===== config.mk =====
export PLATFORM = sky130hd
export DESIGN_NAME = bsg_axis_txn_engine_flat
export DESIGN_NICKNAME = d
export VERILOG_FILES = /design/src/rtl/bsg_axis_txn_engine_if.sv /design/src/rtl/bsg_axis_txn_engine.sv /design/src/flat_wrapper.sv
export SDC_FILE = /design/constraint.sdc
export NUM_CORES = 1
export LEC_CHECK = 0
export CAP_MARGIN = 10
export CORE_ASPECT_RATIO = 0.9
export CORE_MARGIN = 10
export CORE_UTILIZATION = 39
export DETAILED_ROUTE_END_ITERATION = 8
export PLACE_DENSITY = 0.94
export SLEW_MARGIN = 20
export SYNTH_ARGS = -nofsm -noshare
export SYNTH_HDL_FRONTEND = slang
export SYNTH_SLANG_ARGS = --single-unit

===== constraint.sdc =====
create_clock -name clk_i -period 4.94 [get_ports clk_i]
set_input_delay 0.988 -clock clk_i [delete_from_list [all_inputs] [get_ports clk_i]]
set_output_delay 0.988 -clock clk_i [all_outputs]
set_load 0.005 [all_outputs]

===== src/rtl/bsg_axis_txn_engine_if.sv =====
// AXI-Stream bundle shared by the transaction engine's TX and RX ports.
//   tdata  : beat payload
//   tvalid : source has a beat
//   tkeep  : byte qualifiers
//   tlast  : final beat of a frame
//   tready : sink accepts the beat
// The master modport drives the payload and samples tready.
// The slave modport samples the payload and drives tready.
interface bsg_axis_txn_engine_if #(
  parameter int data_width_p = 32
);
  logic [data_width_p-1:0]   tdata;
  logic                      tvalid;
  logic [data_width_p/8-1:0] tkeep;
  logic                      tlast;
  logic                      tready;

  modport master (output tdata, output tvalid, output tkeep, output tlast, input  tready);
  modport slave  (input  tdata, input  tvalid, input  tkeep, input  tlast, output tready);
endinterface


===== src/rtl/bsg_axis_txn_engine.sv =====
// Programmable-length AXI-Stream transaction engine.
// TX: drains the PS-to-PL FIFO onto m_axis. It frames exactly len beats and
//     applies last_keep to the final beat.
// RX: forwards s_axis into the PL-to-PS FIFO. It classifies the received
//     frame length as ok, short or long, and drains overlong frames up to tlast.
// Ports:
//   clk_i, reset_i          clock, synchronous active-high reset
//   start_i                 abort, clear status, sample len_i/last_keep_i, arm both sides
//   len_i, last_keep_i      transaction length in beats, keep for the final TX beat
//   tx_data_i/tx_v_i/tx_yumi_o   PS-to-PL FIFO head and dequeue
//   m_axis (master)         outgoing AXIS
//   s_axis (slave)          incoming AXIS (tkeep ignored)
//   rx_data_o/rx_v_o/rx_ready_i  PL-to-PS FIFO enqueue side
//   tx_count_o, rx_count_o  beats moved this transaction (rx saturates at max_len_p)
//   status_o                {0, rx_busy, tx_busy, cfg_err, rx_long, rx_short, rx_ok, tx_done}
module bsg_axis_txn_engine #(
  parameter  int data_width_p  = 32,
  parameter  int max_len_p     = 256,
  localparam int lg_len_lp     = $clog2(max_len_p + 1),
  localparam int keep_width_lp = data_width_p / 8
) (
  input  logic                     clk_i,
  input  logic                     reset_i,
  input  logic                     start_i,
  input  logic [lg_len_lp-1:0]     len_i,
  input  logic [keep_width_lp-1:0] last_keep_i,
  input  logic [data_width_p-1:0]  tx_data_i,
  input  logic                     tx_v_i,
  output logic                     tx_yumi_o,
  bsg_axis_txn_engine_if.master    m_axis,
  bsg_axis_txn_engine_if.slave     s_axis,
  output logic [data_width_p-1:0]  rx_data_o,
  output logic                     rx_v_o,
  input  logic                     rx_ready_i,
  output logic [lg_len_lp-1:0]     tx_count_o,
  output logic [lg_len_lp-1:0]     rx_count_o,
  output logic [7:0]               status_o
);

  typedef enum logic [1:0] {TX_IDLE, TX_SEND, TX_DONE} tx_state_e;
  typedef enum logic [1:0] {RX_IDLE, RX_RECV, RX_DRAIN, RX_DONE} rx_state_e;

  localparam int st_tx_done_lp  = 0;
  localparam int st_rx_ok_lp    = 1;
  localparam int st_rx_short_lp = 2;
  localparam int st_rx_long_lp  = 3;
  localparam int st_cfg_err_lp  = 4;

  localparam logic [lg_len_lp-1:0] one_lp     = lg_len_lp'(1);
  localparam logic [lg_len_lp-1:0] max_len_lp = lg_len_lp'(max_len_p);

  tx_state_e tx_state_reg, tx_state_next;
  rx_state_e rx_state_reg, rx_state_next;

  logic [lg_len_lp-1:0]     len_reg, len_next;
  logic [keep_width_lp-1:0] last_keep_reg, last_keep_next;
  logic [lg_len_lp-1:0]     tx_count_reg, tx_count_next;
  logic [lg_len_lp-1:0]     rx_count_reg, rx_count_next;
  logic [4:0]               status_reg, status_next;

  logic                     len_ok;
  logic [lg_len_lp-1:0]     len_m1;
  logic                     tx_send, tx_last, tx_fire;
  logic                     rx_open, rx_fire, rx_len_hit;
  logic [keep_width_lp-1:0] keep_mux;
  logic                     unused_keep;

  assign len_ok     = (len_i != '0) && (len_i <= max_len_lp);
  assign len_m1     = len_reg - one_lp;
  assign tx_send    = (tx_state_reg == TX_SEND);
  assign tx_last    = (tx_count_reg == len_m1);
  assign tx_fire    = tx_send & tx_v_i & m_axis.tready;
  assign rx_open    = (rx_state_reg == RX_RECV) || (rx_state_reg == RX_DRAIN);
  assign rx_fire    = rx_open & s_axis.tvalid & rx_ready_i;
  assign rx_len_hit = (rx_count_reg == len_m1);

  // Incoming byte qualifiers carry no meaning for the PL-to-PS FIFO.
  assign unused_keep = ^s_axis.tkeep;

  // Final TX beat takes the programmed keep; every other beat is full width.
  for (genvar gi = 0; gi < keep_width_lp; gi++) begin : g_keep
    assign keep_mux[gi] = tx_last ? last_keep_reg[gi] : 1'b1;
  end

  // TX datapath is a straight combinational pass from FIFO head to the bus.
  assign m_axis.tdata  = tx_send ? tx_data_i : '0;
  assign m_axis.tvalid = tx_send & tx_v_i;
  assign m_axis.tlast  = tx_send & tx_last;
  assign m_axis.tkeep  = tx_send ? keep_mux : '0;
  assign tx_yumi_o     = tx_fire;

  assign s_axis.tready = rx_open & rx_ready_i;
  assign rx_v_o        = rx_open & s_axis.tvalid;
  assign rx_data_o     = rx_open ? s_axis.tdata : '0;

  assign tx_count_o = tx_count_reg;
  assign rx_count_o = rx_count_reg;
  assign status_o   = {1'b0, rx_open, tx_send, status_reg};

  always_ff @(posedge clk_i) begin
    if (reset_i) begin
      tx_state_reg  <= TX_IDLE;
      rx_state_reg  <= RX_IDLE;
      len_reg       <= '0;
      last_keep_reg <= '0;
      tx_count_reg  <= '0;
      rx_count_reg  <= '0;
      status_reg    <= '0;
    end else begin
      tx_state_reg  <= tx_state_next;
      rx_state_reg  <= rx_state_next;
      len_reg       <= len_next;
      last_keep_reg <= last_keep_next;
      tx_count_reg  <= tx_count_next;
      rx_count_reg  <= rx_count_next;
      status_reg    <= status_next;
    end
  end

  always_comb begin
    tx_state_next  = tx_state_reg;
    rx_state_next  = rx_state_reg;
    len_next       = len_reg;
    last_keep_next = last_keep_reg;
    tx_count_next  = tx_count_reg;
    rx_count_next  = rx_count_reg;
    status_next    = status_reg;

    if (start_i) begin
      // A restart wins over anything in flight. A bus handshake in this
      // cycle still happens, but it is deliberately not counted.
      len_next       = len_i;
      last_keep_next = last_keep_i;
      tx_count_next  = '0;
      rx_count_next  = '0;
      status_next    = '0;
      if (len_ok) begin
        tx_state_next = TX_SEND;
        rx_state_next = RX_RECV;
      end else begin
        status_next[st_cfg_err_lp] = 1'b1;
        tx_state_next = TX_IDLE;
        rx_state_next = RX_IDLE;
      end
    end else begin
      if (tx_fire) begin
        tx_count_next = tx_count_reg + one_lp;
        if (tx_last) begin
          status_next[st_tx_done_lp] = 1'b1;
          tx_state_next = TX_DONE;
        end
      end

      if (rx_fire) begin
        if (rx_count_reg != max_len_lp)
          rx_count_next = rx_count_reg + one_lp;
        case (rx_state_reg)
          RX_RECV: begin
            if (s_axis.tlast) begin
              // In RECV the count never exceeds len-1, so a miss means short.
              if (rx_len_hit) status_next[st_rx_ok_lp]    = 1'b1;
              else            status_next[st_rx_short_lp] = 1'b1;
              rx_state_next = RX_DONE;
            end else if (rx_len_hit) begin
              status_next[st_rx_long_lp] = 1'b1;
              rx_state_next = RX_DRAIN;
            end
          end
          RX_DRAIN: begin
            if (s_axis.tlast) rx_state_next = RX_DONE;
          end
          default: ;
        endcase
      end
    end
  end

endmodule


===== src/flat_wrapper.sv =====
// flat-port wrapper written by rule: the top's interface ports become plain ports
module bsg_axis_txn_engine_flat 
#(
  parameter  int data_width_p  = 32,
  parameter  int max_len_p     = 256,
  localparam int lg_len_lp     = $clog2(max_len_p + 1),
  localparam int keep_width_lp = data_width_p / 8
)
  (clk_i, reset_i, start_i, len_i, last_keep_i, tx_data_i, tx_v_i, tx_yumi_o, rx_data_o, rx_v_o, rx_ready_i, tx_count_o, rx_count_o, status_o, m_axis_tdata, m_axis_tvalid, m_axis_tkeep, m_axis_tlast, m_axis_tready, s_axis_tdata, s_axis_tvalid, s_axis_tkeep, s_axis_tlast, s_axis_tready);
  bsg_axis_txn_engine_if #(.data_width_p(data_width_p)) m_axis_i ();
  bsg_axis_txn_engine_if #(.data_width_p(data_width_p)) s_axis_i ();
  input  logic clk_i;
  input  logic reset_i;
  input  logic start_i;
  input  logic [lg_len_lp-1:0] len_i;
  input  logic [keep_width_lp-1:0] last_keep_i;
  input  logic [data_width_p-1:0] tx_data_i;
  input  logic tx_v_i;
  output logic tx_yumi_o;
  output logic [data_width_p-1:0] rx_data_o;
  output logic rx_v_o;
  input  logic rx_ready_i;
  output logic [lg_len_lp-1:0] tx_count_o;
  output logic [lg_len_lp-1:0] rx_count_o;
  output logic [7:0] status_o;
  output wire logic [$bits(m_axis_i.tdata)-1:0] m_axis_tdata;
  output wire logic [$bits(m_axis_i.tvalid)-1:0] m_axis_tvalid;
  output wire logic [$bits(m_axis_i.tkeep)-1:0] m_axis_tkeep;
  output wire logic [$bits(m_axis_i.tlast)-1:0] m_axis_tlast;
  input wire logic [$bits(m_axis_i.tready)-1:0] m_axis_tready;
  input wire logic [$bits(s_axis_i.tdata)-1:0] s_axis_tdata;
  input wire logic [$bits(s_axis_i.tvalid)-1:0] s_axis_tvalid;
  input wire logic [$bits(s_axis_i.tkeep)-1:0] s_axis_tkeep;
  input wire logic [$bits(s_axis_i.tlast)-1:0] s_axis_tlast;
  output wire logic [$bits(s_axis_i.tready)-1:0] s_axis_tready;
  assign m_axis_tdata = m_axis_i.tdata;
  assign m_axis_tvalid = m_axis_i.tvalid;
  assign m_axis_tkeep = m_axis_i.tkeep;
  assign m_axis_tlast = m_axis_i.tlast;
  assign m_axis_i.tready = m_axis_tready;
  assign s_axis_i.tdata = s_axis_tdata;
  assign s_axis_i.tvalid = s_axis_tvalid;
  assign s_axis_i.tkeep = s_axis_tkeep;
  assign s_axis_i.tlast = s_axis_tlast;
  assign s_axis_tready = s_axis_i.tready;
  bsg_axis_txn_engine #(.data_width_p(data_width_p), .max_len_p(max_len_p)) u_core (.clk_i(clk_i), .reset_i(reset_i), .start_i(start_i), .len_i(len_i), .last_keep_i(last_keep_i), .tx_data_i(tx_data_i), .tx_v_i(tx_v_i), .tx_yumi_o(tx_yumi_o), .m_axis(m_axis_i), .s_axis(s_axis_i), .rx_data_o(rx_data_o), .rx_v_o(rx_v_o), .rx_ready_i(rx_ready_i), .tx_count_o(tx_count_o), .rx_count_o(rx_count_o), .status_o(status_o));
endmodule

; ---- Word level (Yosys, flattened, before mapping)
; Index checks and enable logic that the tools add are counted.
[word_totals]
word_cells = 64
regBits = 40
in_bits = 89
out_inout_bits = 99
[classes]
n_bitwise = 8
n_reduce_logical = 15
order_cmp = 1
addsub = 3
mux = 18
n_eq_ne = 8
[ops]
columns = op, n
row1 = 32-bit two-way mux, 2
row2 = "9-bit by 1-bit adder with 9-bit output, second input constant", 2
row3 = 9-bit equality test, 2
row4 = 2-bit two-way mux, 8
row5 = 4-bit AND reduction, 4
row6 = "9-bit <= comparator, second input constant", 1
row7 = "9-bit inequality test, second input constant", 1
row8 = 9-bit nonzero test, 1
row9 = "9-bit by 1-bit subtractor with 9-bit output, second input constant", 1
row10 = 1-bit AND, 6
row11 = 1-bit two-way mux, 6
row12 = 2-bit AND reduction, 3
row13 = 2-bit nonzero test, 3
row14 = "2-bit by 1-bit equality test with 1-bit output, second input constant", 2
row15 = 4-bit two-way mux, 1
row16 = "4-bit by 3-bit inequality test with 1-bit output, second input constant", 1
row17 = 2-bit one-hot mux with 2 select lines, 1
row18 = "3-bit inequality test, second input constant", 1
row19 = 3-bit nonzero test, 1
row20 = "2-bit equality test, second input constant", 1
row21 = 1-bit NOT, 2
row22 = 2-bit OR reduction, 1
row23 = 1-bit logical AND, 1
row24 = 1-bit logical OR, 1

; ---- Depth between registers and ports, before layout
; Gate-level depths: netlist (run 1).
[logic_depth]
word_depth = 7
ltp_mapped = 9
ltp_nobuf = 8

; ---- Worst setup path before layout (run 1)
; OpenSTA, ideal clock, no wires.
[synth_timing]
path_type = reg-to-output
startpoint = reg u_core.len_reg[0]
endpoint = out m_axis_tlast
path_stages_with_launch = 10
t_required_ps = 3952
path_buffers = 1
t_arrival_ps = 2274
slack_ps = 1678
path_cell_list = dfxtp_1 -> inv_1 -> ha_1 -> clkbuf_1 -> nor3b_1 -> xnor2_1 -> nor4_1 -> nand2_1 -> or4_1 -> nor3b_1
[synth_via]
elab_chain_cells = 3
[synth_lines]
columns = element, line
row1 = start: declaration, bsg_axis_txn_engine.sv:55  ; logic [lg_len_lp-1:0] len_reg, len_next;
row2 = start signal: assignment, bsg_axis_txn_engine.sv:112  ; len_reg <= len_next;
row3 = 9-bit by 1-bit subtractor with 9-bit output, bsg_axis_txn_engine.sv:69  ; assign len_m1 = len_reg - one_lp;
row4 = 9-bit equality test, bsg_axis_txn_engine.sv:71  ; assign tx_last = (tx_count_reg == len_m1);
row5 = 1-bit AND, bsg_axis_txn_engine.sv:88  ; assign m_axis.tlast = tx_send & tx_last;
row6 = end: declaration, flat_wrapper.sv:29  ; output wire logic [$bits(m_axis_i.tlast)-1:0] m_axis_tlast;
; Every way passes these cells.

; ---- Final worst setup path (run 1)
; Same ends and word-level chain as after synthesis.

==> impl_metrics.ini, run 1 <==
[run_status]
status = complete, no violations

[synthesis]
synth_cells = 350
syn_avg_cell_area_um2 = 7.915
syn_area_um2 = 2770
synth_edf_count = 0
synth_cell_types = 48
yosysWarnings = 0
synth_fp_nets = 445
ys_seq_area_share_pct = 28.91
synth-main-ff-cell = dfxtp_1
synth-async-reset-ratio_pct = 0
ys_ff_latch = 40

[clock_network]
cts_hold_buf = 0
cts-root-buf = clkbuf_8
cts_tree = built
cts_max_level = 2
clk_latency_ns = 0.30
cts.sinks = 40
cts_resized = 0
postCtsSetupBuffers = 0
cts_buffer_depth = 2
cts_buffers = 5
clkTransAtPathRegs_ns = 0.07

[floorplanning]
core_um2 = 6967
start_util_pct = 39.76
die-area_um2 = 10880
die_w_um = 108.8
num_rows = 29
die_h_um = 99.96
boundaryPins = 188

[power_and_ir_drop]
ir_drop_mv = 0.08584
power.static_leakage_nw = 1.771
power_switching_uw = 214.8
p_clk_share_pct = 28.9
swShare_pct = 26.11
combinationalPowerShare_pct = 29.4
p_int_uw = 607.8
total_power_uw = 822.6
seq_power_share_pct = 41.7
powerDensity_nw_per_um2 = 175.0

[finish]
areaGrowthSynthToFinish_pct = 69.74
fin_area_um2 = 4702
n_fill_cell = 597
antenna-diode-count = 0
fin_nets = 610
drive_gt1_share_pct = 3.107
fin_util_pct = 67.49
layoutNonFillerInstCount = 608

[worst_setup_path]
end_kind = output port
start_kind = flip-flop
reg2regPathDepth = 8
critical_path_class = flip-flop to output port
crit_required_ns = 3.95
worstPathArrival_ns = 3.59
timing.rr.end = u_core.rx_count_o[8]
rrSetupSlack_ns = 2.12
cp_max_fo = 8
r2r-start = u_core.rx_state_reg[0]

[routing]
via_per_inst = 4.933
drc = 0
drt_pass1_iterations = 5
routed_wl_um = 10210
wl_per_cell_um = 16.79
vias = 2999
final_antenna_net_count = 0
drt_iter0_drc = 138

[timing]
hold_violations = 0
tightestPinTransition_ns = 1.009
period_share_pct = 92.73
timing.slew.headroom_pct = 32.41
fin_ws_ns = 0.3591
clock-skew-final_ns = 0.003428
tns_ns = 0
grt_setup_unrepaired = no
fmax_mhz = 218.3
fin_crit_ns = 4.581
setup_viol = 0
holdWs_ns = 0.4625
drv_slew = 0

[place]
pre_cts_ws_ns = 0.8077
dpl-instance-area_um2 = 4606
detailed_place_hpwl_um = 8326
placed_cells = 601
place_congestion = 0.8629
io_buffers = 182

[grt]
grt_max_degree = 39
grt.overflow.total = 0
antenna_found_initial = 0
grt_pass1_wl_um = 16080
grtUsageTotal_pct = 18.17
grt_pass1_vias = 3063

[run]
cap_violations = 0

[worst_hold_path]
whs_endpoint = u_core.status_reg[3]
hold_depth = 2
worstHoldStart = u_core.status_reg[3]
hold_path_class = flip-flop to flip-flop
[area by class of cell]
class	instances	area, um^2	share of cell area [%]
repair buffers	182	1822	38.74
well taps	93	116.4	2.475
clock buffers	7	96.34	2.049
flip-flops and latches	40	800.8	17.03
inverters	12	45.04	0.9580
multi-input cells	274	1822	38.74
[cell usage in the layout (no fill, tap or decap), types with 2 or more instances in the layout]
| cell type | instances |
|---|---|
| a21oi_1 | 12 |
| and2_1 | 35 |
| and3_1 | 4 |
| clkbuf_8 | 7 |
| clkdlybuf4s50_1 | 182 |
| dfxtp_1 | 40 |
| ha_1 | 6 |
| inv_1 | 11 |
| mux2i_1 | 15 |
| nand2_1 | 22 |
| nand3_1 | 6 |
| nand4_1 | 6 |
| nor2_1 | 40 |
| nor2b_1 | 34 |
| nor3_1 | 4 |
| nor3b_1 | 4 |
| nor4b_1 | 2 |
| o21a_1 | 4 |
| o21ai_0 | 9 |
| o31ai_1 | 2 |
| or3_1 | 2 |
| or3_4 | 2 |
| or4_1 | 3 |
| xnor2_1 | 20 |
| xor2_1 | 20 |
[cell usage after synthesis, types with 3 or more instances]
master	number	area [um^2]
buf_2	3	15.01
nor3b_1	4	30.03
ha_1	6	75.07
a21oi_1	12	60.06
nand3_1	6	30.03
and2_1	35	219.0
nor2_1	40	150.1
o21a_1	4	30.03
inv_1	11	41.29
mux2i_1	15	150.1
nor3_1	4	20.02
nand2_1	22	82.58
clkbuf_1	18	67.56
and3_1	4	25.02
xnor2_1	20	175.2
or4_1	3	22.52
nor2b_1	35	219.0
dfxtp_1	40	800.8
buf_4	3	22.52
o21ai_0	9	45.04
xor2_1	20	175.2
nand4_1	6	37.54
[worst max-delay path, stage by stage (launching register included)]
cell and delay [ns]:
dfxtp_1 0.40, inv_1 0.09, ha_1 0.33, nor3b_1 0.51, xnor2_1 0.13, nor4_1 0.41
nand2_1 0.08, or4_1 0.54, nor3b_1 0.24, clkdlybuf4s50_1 0.56
[logic make-up after synthesis]
group | after synthesis | synth area share [%]
AO/OA/AOI/OAI | 37 | 8.944
XOR/XNOR | 41 | 13.46
flip-flops | 40 | 28.91
other | 1 | 0.1354
buffers and inverters | 36 | 5.420
multiplexers | 16 | 5.826
adder cells (fa/ha/maj) | 6 | 2.710
AND/OR/NAND/NOR | 173 | 34.60
[power groups by stage]
stage / sequential, mW / combinational [mW] / clock [mW]
2_1_floorplan: 0.343 / 0.114 / 0
3_3_place_gp: 0.349 / 0.235 / 0
3_5_place_dp: 0.350 / 0.241 / 0
4_1_cts: 0.342 / 0.244 / 0.239
5_1_grt: 0.344 / 0.265 / 0.256
6_report: 0.343 / 0.242 / 0.238
[worst max path at each step]
stage / from / endpoint / slack [ns]
after floorplan: u_core.len_reg[0] / m_axis_tlast / 1.68
after global placement: u_core.len_reg[0] / m_axis_tlast / 0.92
after detailed placement: u_core.len_reg[0] / m_axis_tlast / 0.81
after CTS: u_core.len_reg[0] / m_axis_tlast / 0.42
after global routing: u_core.len_reg[0] / m_axis_tlast / 0.08
final: u_core.len_reg[0] / m_axis_tlast / 0.36
[routing by layer]
metal | GRT usage, % | part of all wire, % | vias up
li1 | - | - | 1479
met3 | 9.097 | 12 | 15
met2 | 30.47 | 49 | 153
met4 | 4.053 | 1.1 | 0
met5 | 0 | 0 | -
met1 | 20.20 | 38 | 1352
No activity file was read; power rests on OpenSTA's default activity.
==> run 2, diff against run 1 <==
--- a/config.mk
+++ b/config.mk
@@ -10,6 +10,7 @@
 export CORE_MARGIN = 10
 export CORE_UTILIZATION = 39
 export DETAILED_ROUTE_END_ITERATION = 8
+export GPL_TIMING_DRIVEN = 0
 export PLACE_DENSITY = 0.94
 export SLEW_MARGIN = 20
 export SYNTH_ARGS = -nofsm -noshare
==> run 2 against run 1 <==
Compared with the run above: final cell count up 3.8%; sequential cell count did not move; combinational power is 5% higher; critical path type unchanged; largest power group unchanged.
==> impl_metrics.ini, run 2 (same netlist as run 1, synthesis figures left out) <==
[clock_network]
clk_latency_ns = 0.30
cts_buffers = 5
cts-root-buf = clkbuf_8
cts.sinks = 40
cts_max_level = 2
cts_tree = built
postCtsSetupBuffers = 0
cts_buffer_depth = 2
clkTransAtPathRegs_ns = 0.08
cts_resized = 0
cts_hold_buf = 0

[routing]
vias = 3098
drc = 0
routed_wl_um = 10400
wl_per_cell_um = 16.48
final_antenna_net_count = 0
via_per_inst = 4.910
drt_pass1_iterations = 5
drt_iter0_drc = 165

[floorplanning]
die_h_um = 99.96
die_w_um = 108.8
num_rows = 29
die-area_um2 = 10880
boundaryPins = 188
core_um2 = 6967
start_util_pct = 39.76

[finish]
final_common_cell = clkdlybuf4s50_1
seqCellArea_um2 = 800.8
multi_input_area_um2 = 1819
areaGrowthSynthToFinish_pct = 73.13
final_cell_mix = 180 x clkdlybuf4s50_1, 40 x nor2_1, 40 x dfxtp_1
fin_util_pct = 68.84
antenna-diode-count = 0
fin_nets = 632
n_fill_cell = 543
drive_gt1_share_pct = 3.903

[timing]
clock-skew-final_ns = 0.006146
drv_slew = 0
setup_viol = 0
tns_ns = 0
fin_crit_ns = 4.580
holdWs_ns = 0.4627
timing.slew.headroom_pct = 54.28
period_share_pct = 92.72
fin_ws_ns = 0.3597
tightestPinTransition_ns = 0.6685
hold_violations = 0
grt_setup_unrepaired = no
fmax_mhz = 218.3

[grt]
grtUsageTotal_pct = 18.39
grt.overflow.total = 0
met3_usage_pct = 7.944
grt_max_degree = 13
use_met2_pct = 32.79
grt_pass1_vias = 3233
antenna_found_initial = 0
grt_pass1_wl_um = 16220
use_met1_pct = 19.42
busiest_layer = met2

[worst_setup_path]
start_kind = flip-flop
slowest_stage = clkdlybuf4s50_1
critical_path_class = flip-flop to output port
critPathLaunch = u_core.len_reg[0]
max_stage_delay_ns = 0.57
cp_max_fo = 8
crit_top_cell = nor3b_1
reg2regPathDepth = 8
timing.rr.end = u_core.tx_state_reg[0]
end_kind = output port
r2r-start = u_core.len_reg[0]
rrSetupSlack_ns = 1.90
endpoint = m_axis_tlast
cp_cell_sequence = inv_1 -> ha_1 -> clkbuf_1 -> nor3b_1 -> xnor2_1 -> nor4_1 -> nand2_1 -> or4_1 -> nor3b_1 -> clkdlybuf4s50_1
crit_required_ns = 3.95
worstPathArrival_ns = 3.59

[worst_hold_path]
worstHoldStart = u_core.status_reg[3]
hold_path_class = flip-flop to flip-flop

[power_and_ir_drop]
ir_drop_mv = 0.1179
power.static_leakage_nw = 1.820
powerDensity_nw_per_um2 = 178.8

[place]
io_buffers = 180
place_congestion = 0.8356
detailed_place_hpwl_um = 8585
pre_cts_ws_ns = 0.6906

[run_status]
status = complete, no violations

[run]
cap_violations = 0
run 2: cell types whose count changed in the layout (fill, tap and decap cells not counted), sizes merged:
| cell | previous run | this run |
|---|---|---|
| clkbuf | 7 | 24 |
| buf | 0 | 6 |
| clkdlybuf4s50 | 182 | 180 |
| bufinv | 0 | 1 |
| clkinv | 1 | 2 |
run 2: layout make-up:
type | instances | share of cell area (%)
Buffer | 24 | 2.191
Clock buffer | 6 | 1.513
Clock inverter | 2 | 0.7305
Inverter | 12 | 0.9392
Multi-Input combinational cell | 274 | 37.93
Sequential cell | 40 | 16.70
Tap cell | 93 | 2.426
Timing Repair Buffer | 180 | 37.57
run 2: worst max-delay path: cells and delay by family (launching register included):
family	cells	cell delay [ns]
DFF	1	0.39
xor gates and xnor gates	1	0.12
buffers and inverters	3	0.96
adders and majority gates	1	0.15
and+or+nand+nor	5	1.67
run 2: metal layers:
metal / part of all wire [%] / wire, um
met5: 0 / 0
met4: 0.94 / 98
met1: 37 / 3877
met2: 50 / 5226
met3: 11 / 1194
run 2: worst min-delay path by stage:
stage | slack, ns | cells after the start | endpoint
global route | 0.49 | 2 | u_core.status_reg[1]
floorplan | 0.45 | 2 | u_core.tx_state_reg[1]
global placement | 0.44 | 2 | u_core.status_reg[3]
detailed placement | 0.44 | 2 | u_core.status_reg[3]
finish | 0.46 | 2 | u_core.status_reg[3]
CTS | 0.47 | 2 | u_core.status_reg[3]
run 2: report_power, final:
| group | switching [mW] | total (mW) | internal, mW |
|---|---|---|---|
| Combinational | 0.0967 | 0.253 | 0.156 |
| Sequential | 0.00730 | 0.338 | 0.330 |
| Clock | 0.117 | 0.267 | 0.150 |
run 2: through the flow:
stage	std cells	cell area [um^2]	total power [mW]
6_report	631	4796	0.8574
2_1_floorplan	350	2770	0.4571
3_5_place_dp	623	4688	0.5975
5_1_grt	631	4796	0.8978
4_1_cts	631	4796	0.8626
3_3_place_gp	623	4688	0.5894
==> run 3, diff against run 2 <==
--- a/config.mk
+++ b/config.mk
@@ -12,6 +12,7 @@
 export DETAILED_ROUTE_END_ITERATION = 8
 export GPL_TIMING_DRIVEN = 0
 export PLACE_DENSITY = 0.94
+export REMOVE_ABC_BUFFERS = 1
 export SLEW_MARGIN = 20
 export SYNTH_ARGS = -nofsm -noshare
 export SYNTH_HDL_FRONTEND = slang
==> run 3 against run 2 <==
Compared with the run above: sequential cell count unchanged; critical path type unchanged; critical endpoint unchanged; power down 4.5%; sequential power rose by 1%; count of clock-buffer cells in the layout up 1.
==> impl_metrics.ini, run 3 (same netlist as run 1, synthesis figures left out) <==
[clock_network]
cts-root-buf = clkbuf_8
clkTransAtPathRegs_ns = 0.08
cts.sinks = 40
cts_max_level = 2
cts_tree = built
cts_hold_buf = 0
cts_resized = 0
postCtsSetupBuffers = 0
cts_buffers = 5
cts_buffer_depth = 2
clk_latency_ns = 0.29

[worst_setup_path]
rrSetupSlack_ns = 2.05
slowest_stage = clkdlybuf4s50_1
worstPathArrival_ns = 3.47
crit_top_cell = xnor2_1
timing.rr.end = u_core.rx_count_o[6]
critical_path_class = flip-flop to output port
end_kind = output port
crit_required_ns = 3.95
cp_max_fo = 8
reg2regPathDepth = 8
max_stage_delay_ns = 0.55
start_kind = flip-flop
r2r-start = u_core.rx_state_reg[0]
cp_cell_sequence = inv_1 -> ha_1 -> xnor2_1 -> xnor2_1 -> nor4_1 -> nand2_1 -> or4_1 -> nor3b_1 -> clkdlybuf4s50_1

[finish]
final_common_cell = clkdlybuf4s50_1
areaGrowthSynthToFinish_pct = 70.28
fin_nets = 611
drive_gt1_share_pct = 3.295
final_cell_mix = 182 x clkdlybuf4s50_1, 40 x nor2_1, 40 x dfxtp_1
antenna-diode-count = 0
n_fill_cell = 592

[timing]
tns_ns = 0
drv_slew = 0
clock-skew-final_ns = 0.006361
fin_crit_ns = 4.456
tightestPinTransition_ns = 0.9950
fmax_mhz = 224.4
setup_viol = 0
grt_setup_unrepaired = no
timing.slew.headroom_pct = 33.67
hold_violations = 0
period_share_pct = 90.19

[routing]
routed_wl_um = 10300
via_per_inst = 4.860
highest_layer = met4
drt_iter0_drc = 128
vias = 2960
drt_pass1_iterations = 4
final_antenna_net_count = 0
wl_met2_um = 5613
drc = 0
wl_per_cell_um = 16.92
drt-met1-wl_um = 3878
met3WireLength_um = 732

[grt]
antenna_found_initial = 0
grt_pass1_vias = 2966
grt_max_degree = 37
grtUsageTotal_pct = 17.59
grt.overflow.total = 0
grt_pass1_wl_um = 15500

[floorplanning]
num_rows = 29
start_util_pct = 39.76
boundaryPins = 188
core_um2 = 6967
die_h_um = 99.96
die_w_um = 108.8
die-area_um2 = 10880

[power_and_ir_drop]
combinationalPowerShare_pct = 29.6
seq_power_share_pct = 41.9
powerDensity_nw_per_um2 = 173.5
power_switching_uw = 209.6
total_power_uw = 818.5
swShare_pct = 25.61
p_int_uw = 608.9
p_clk_share_pct = 28.5
power.static_leakage_nw = 1.778
ir_drop_mv = 0.1962

[place]
place_congestion = 0.8434
io_buffers = 182
detailed_place_hpwl_um = 8558

[run_status]
status = complete, no violations

[worst_hold_path]
whs_endpoint = u_core.status_reg[1]
hold_path_class = flip-flop to flip-flop
worstHoldStart = u_core.status_reg[1]
hold_depth = 2

[run]
cap_violations = 0
==> run 3: how the worst max path moves through the flow <==
stage,startpoint,end,slack [ns],cells after the start
global route,u_core.len_reg[0],m_axis_tlast,0.35,9
detailed placement,u_core.len_reg[0],m_axis_tlast,0.88,9
global placement,u_core.len_reg[0],m_axis_tlast,0.91,9
finish,u_core.len_reg[0],m_axis_tlast,0.48,9
CTS,u_core.len_reg[0],m_axis_tlast,0.52,9
floorplan,u_core.len_reg[0],m_axis_tlast,1.76,8
==> run 3: worst max-delay path: cells and delay by family (launching register included) <==
kind | cells | cell delay (ns)
simple gates | 4 | 1.16
fa+ha+maj | 1 | 0.31
xor+xnor | 2 | 0.58
buf+inv | 2 | 0.63
flops | 1 | 0.49
==> run 3: power groups by stage <==
stage               Clock, mW  Sequential (mW)  Combinational (mW)
floorplan                   0            0.346               0.101
global placement            0            0.349               0.234
detailed placement          0            0.350               0.243
CTS                     0.236            0.342               0.244
global route            0.251            0.344               0.262
finish                  0.233            0.343               0.243
==> run 3: area by class of cell <==
class                           instances  area, um^2  share of cell area, %
Multi-Input combinational cell        274        1822                  38.62
Tap cell                               93       116.4                  2.467
Clock buffer                            7       96.34                  2.042
Sequential cell                        40       800.8                  16.98
Timing Repair Buffer                  183        1837                  38.94
Inverter                               12       45.04                 0.9549
==> run 3: layer usage <==
| metal | vias up | global-route usage [%] |
|---|---|---|
| met1 | 1372 | 18.58 |
| met4 | 0 | 3.951 |
| met2 | 102 | 34.00 |
| li1 | 1479 | - |
| met3 | 7 | 4.228 |
| met5 | - | 0 |
==> run 3: per-stage QoR <==
stage / hold WS (ns) / util (%) / cell area, um^2 / cells / setup slack [ns]
floorplan: 0.4485 / - / 2665 / 326 / 1.761
global placement: 0.4412 / 66.07 / 4603 / 601 / 0.9143
detailed placement: 0.4485 / 66.33 / 4621 / 602 / 0.8827
CTS: 0.4661 / 67.71 / 4717 / 609 / 0.5189
global route: 0.4805 / 67.71 / 4717 / 609 / 0.3504
finish: 0.4598 / 67.71 / 4717 / 609 / 0.4844
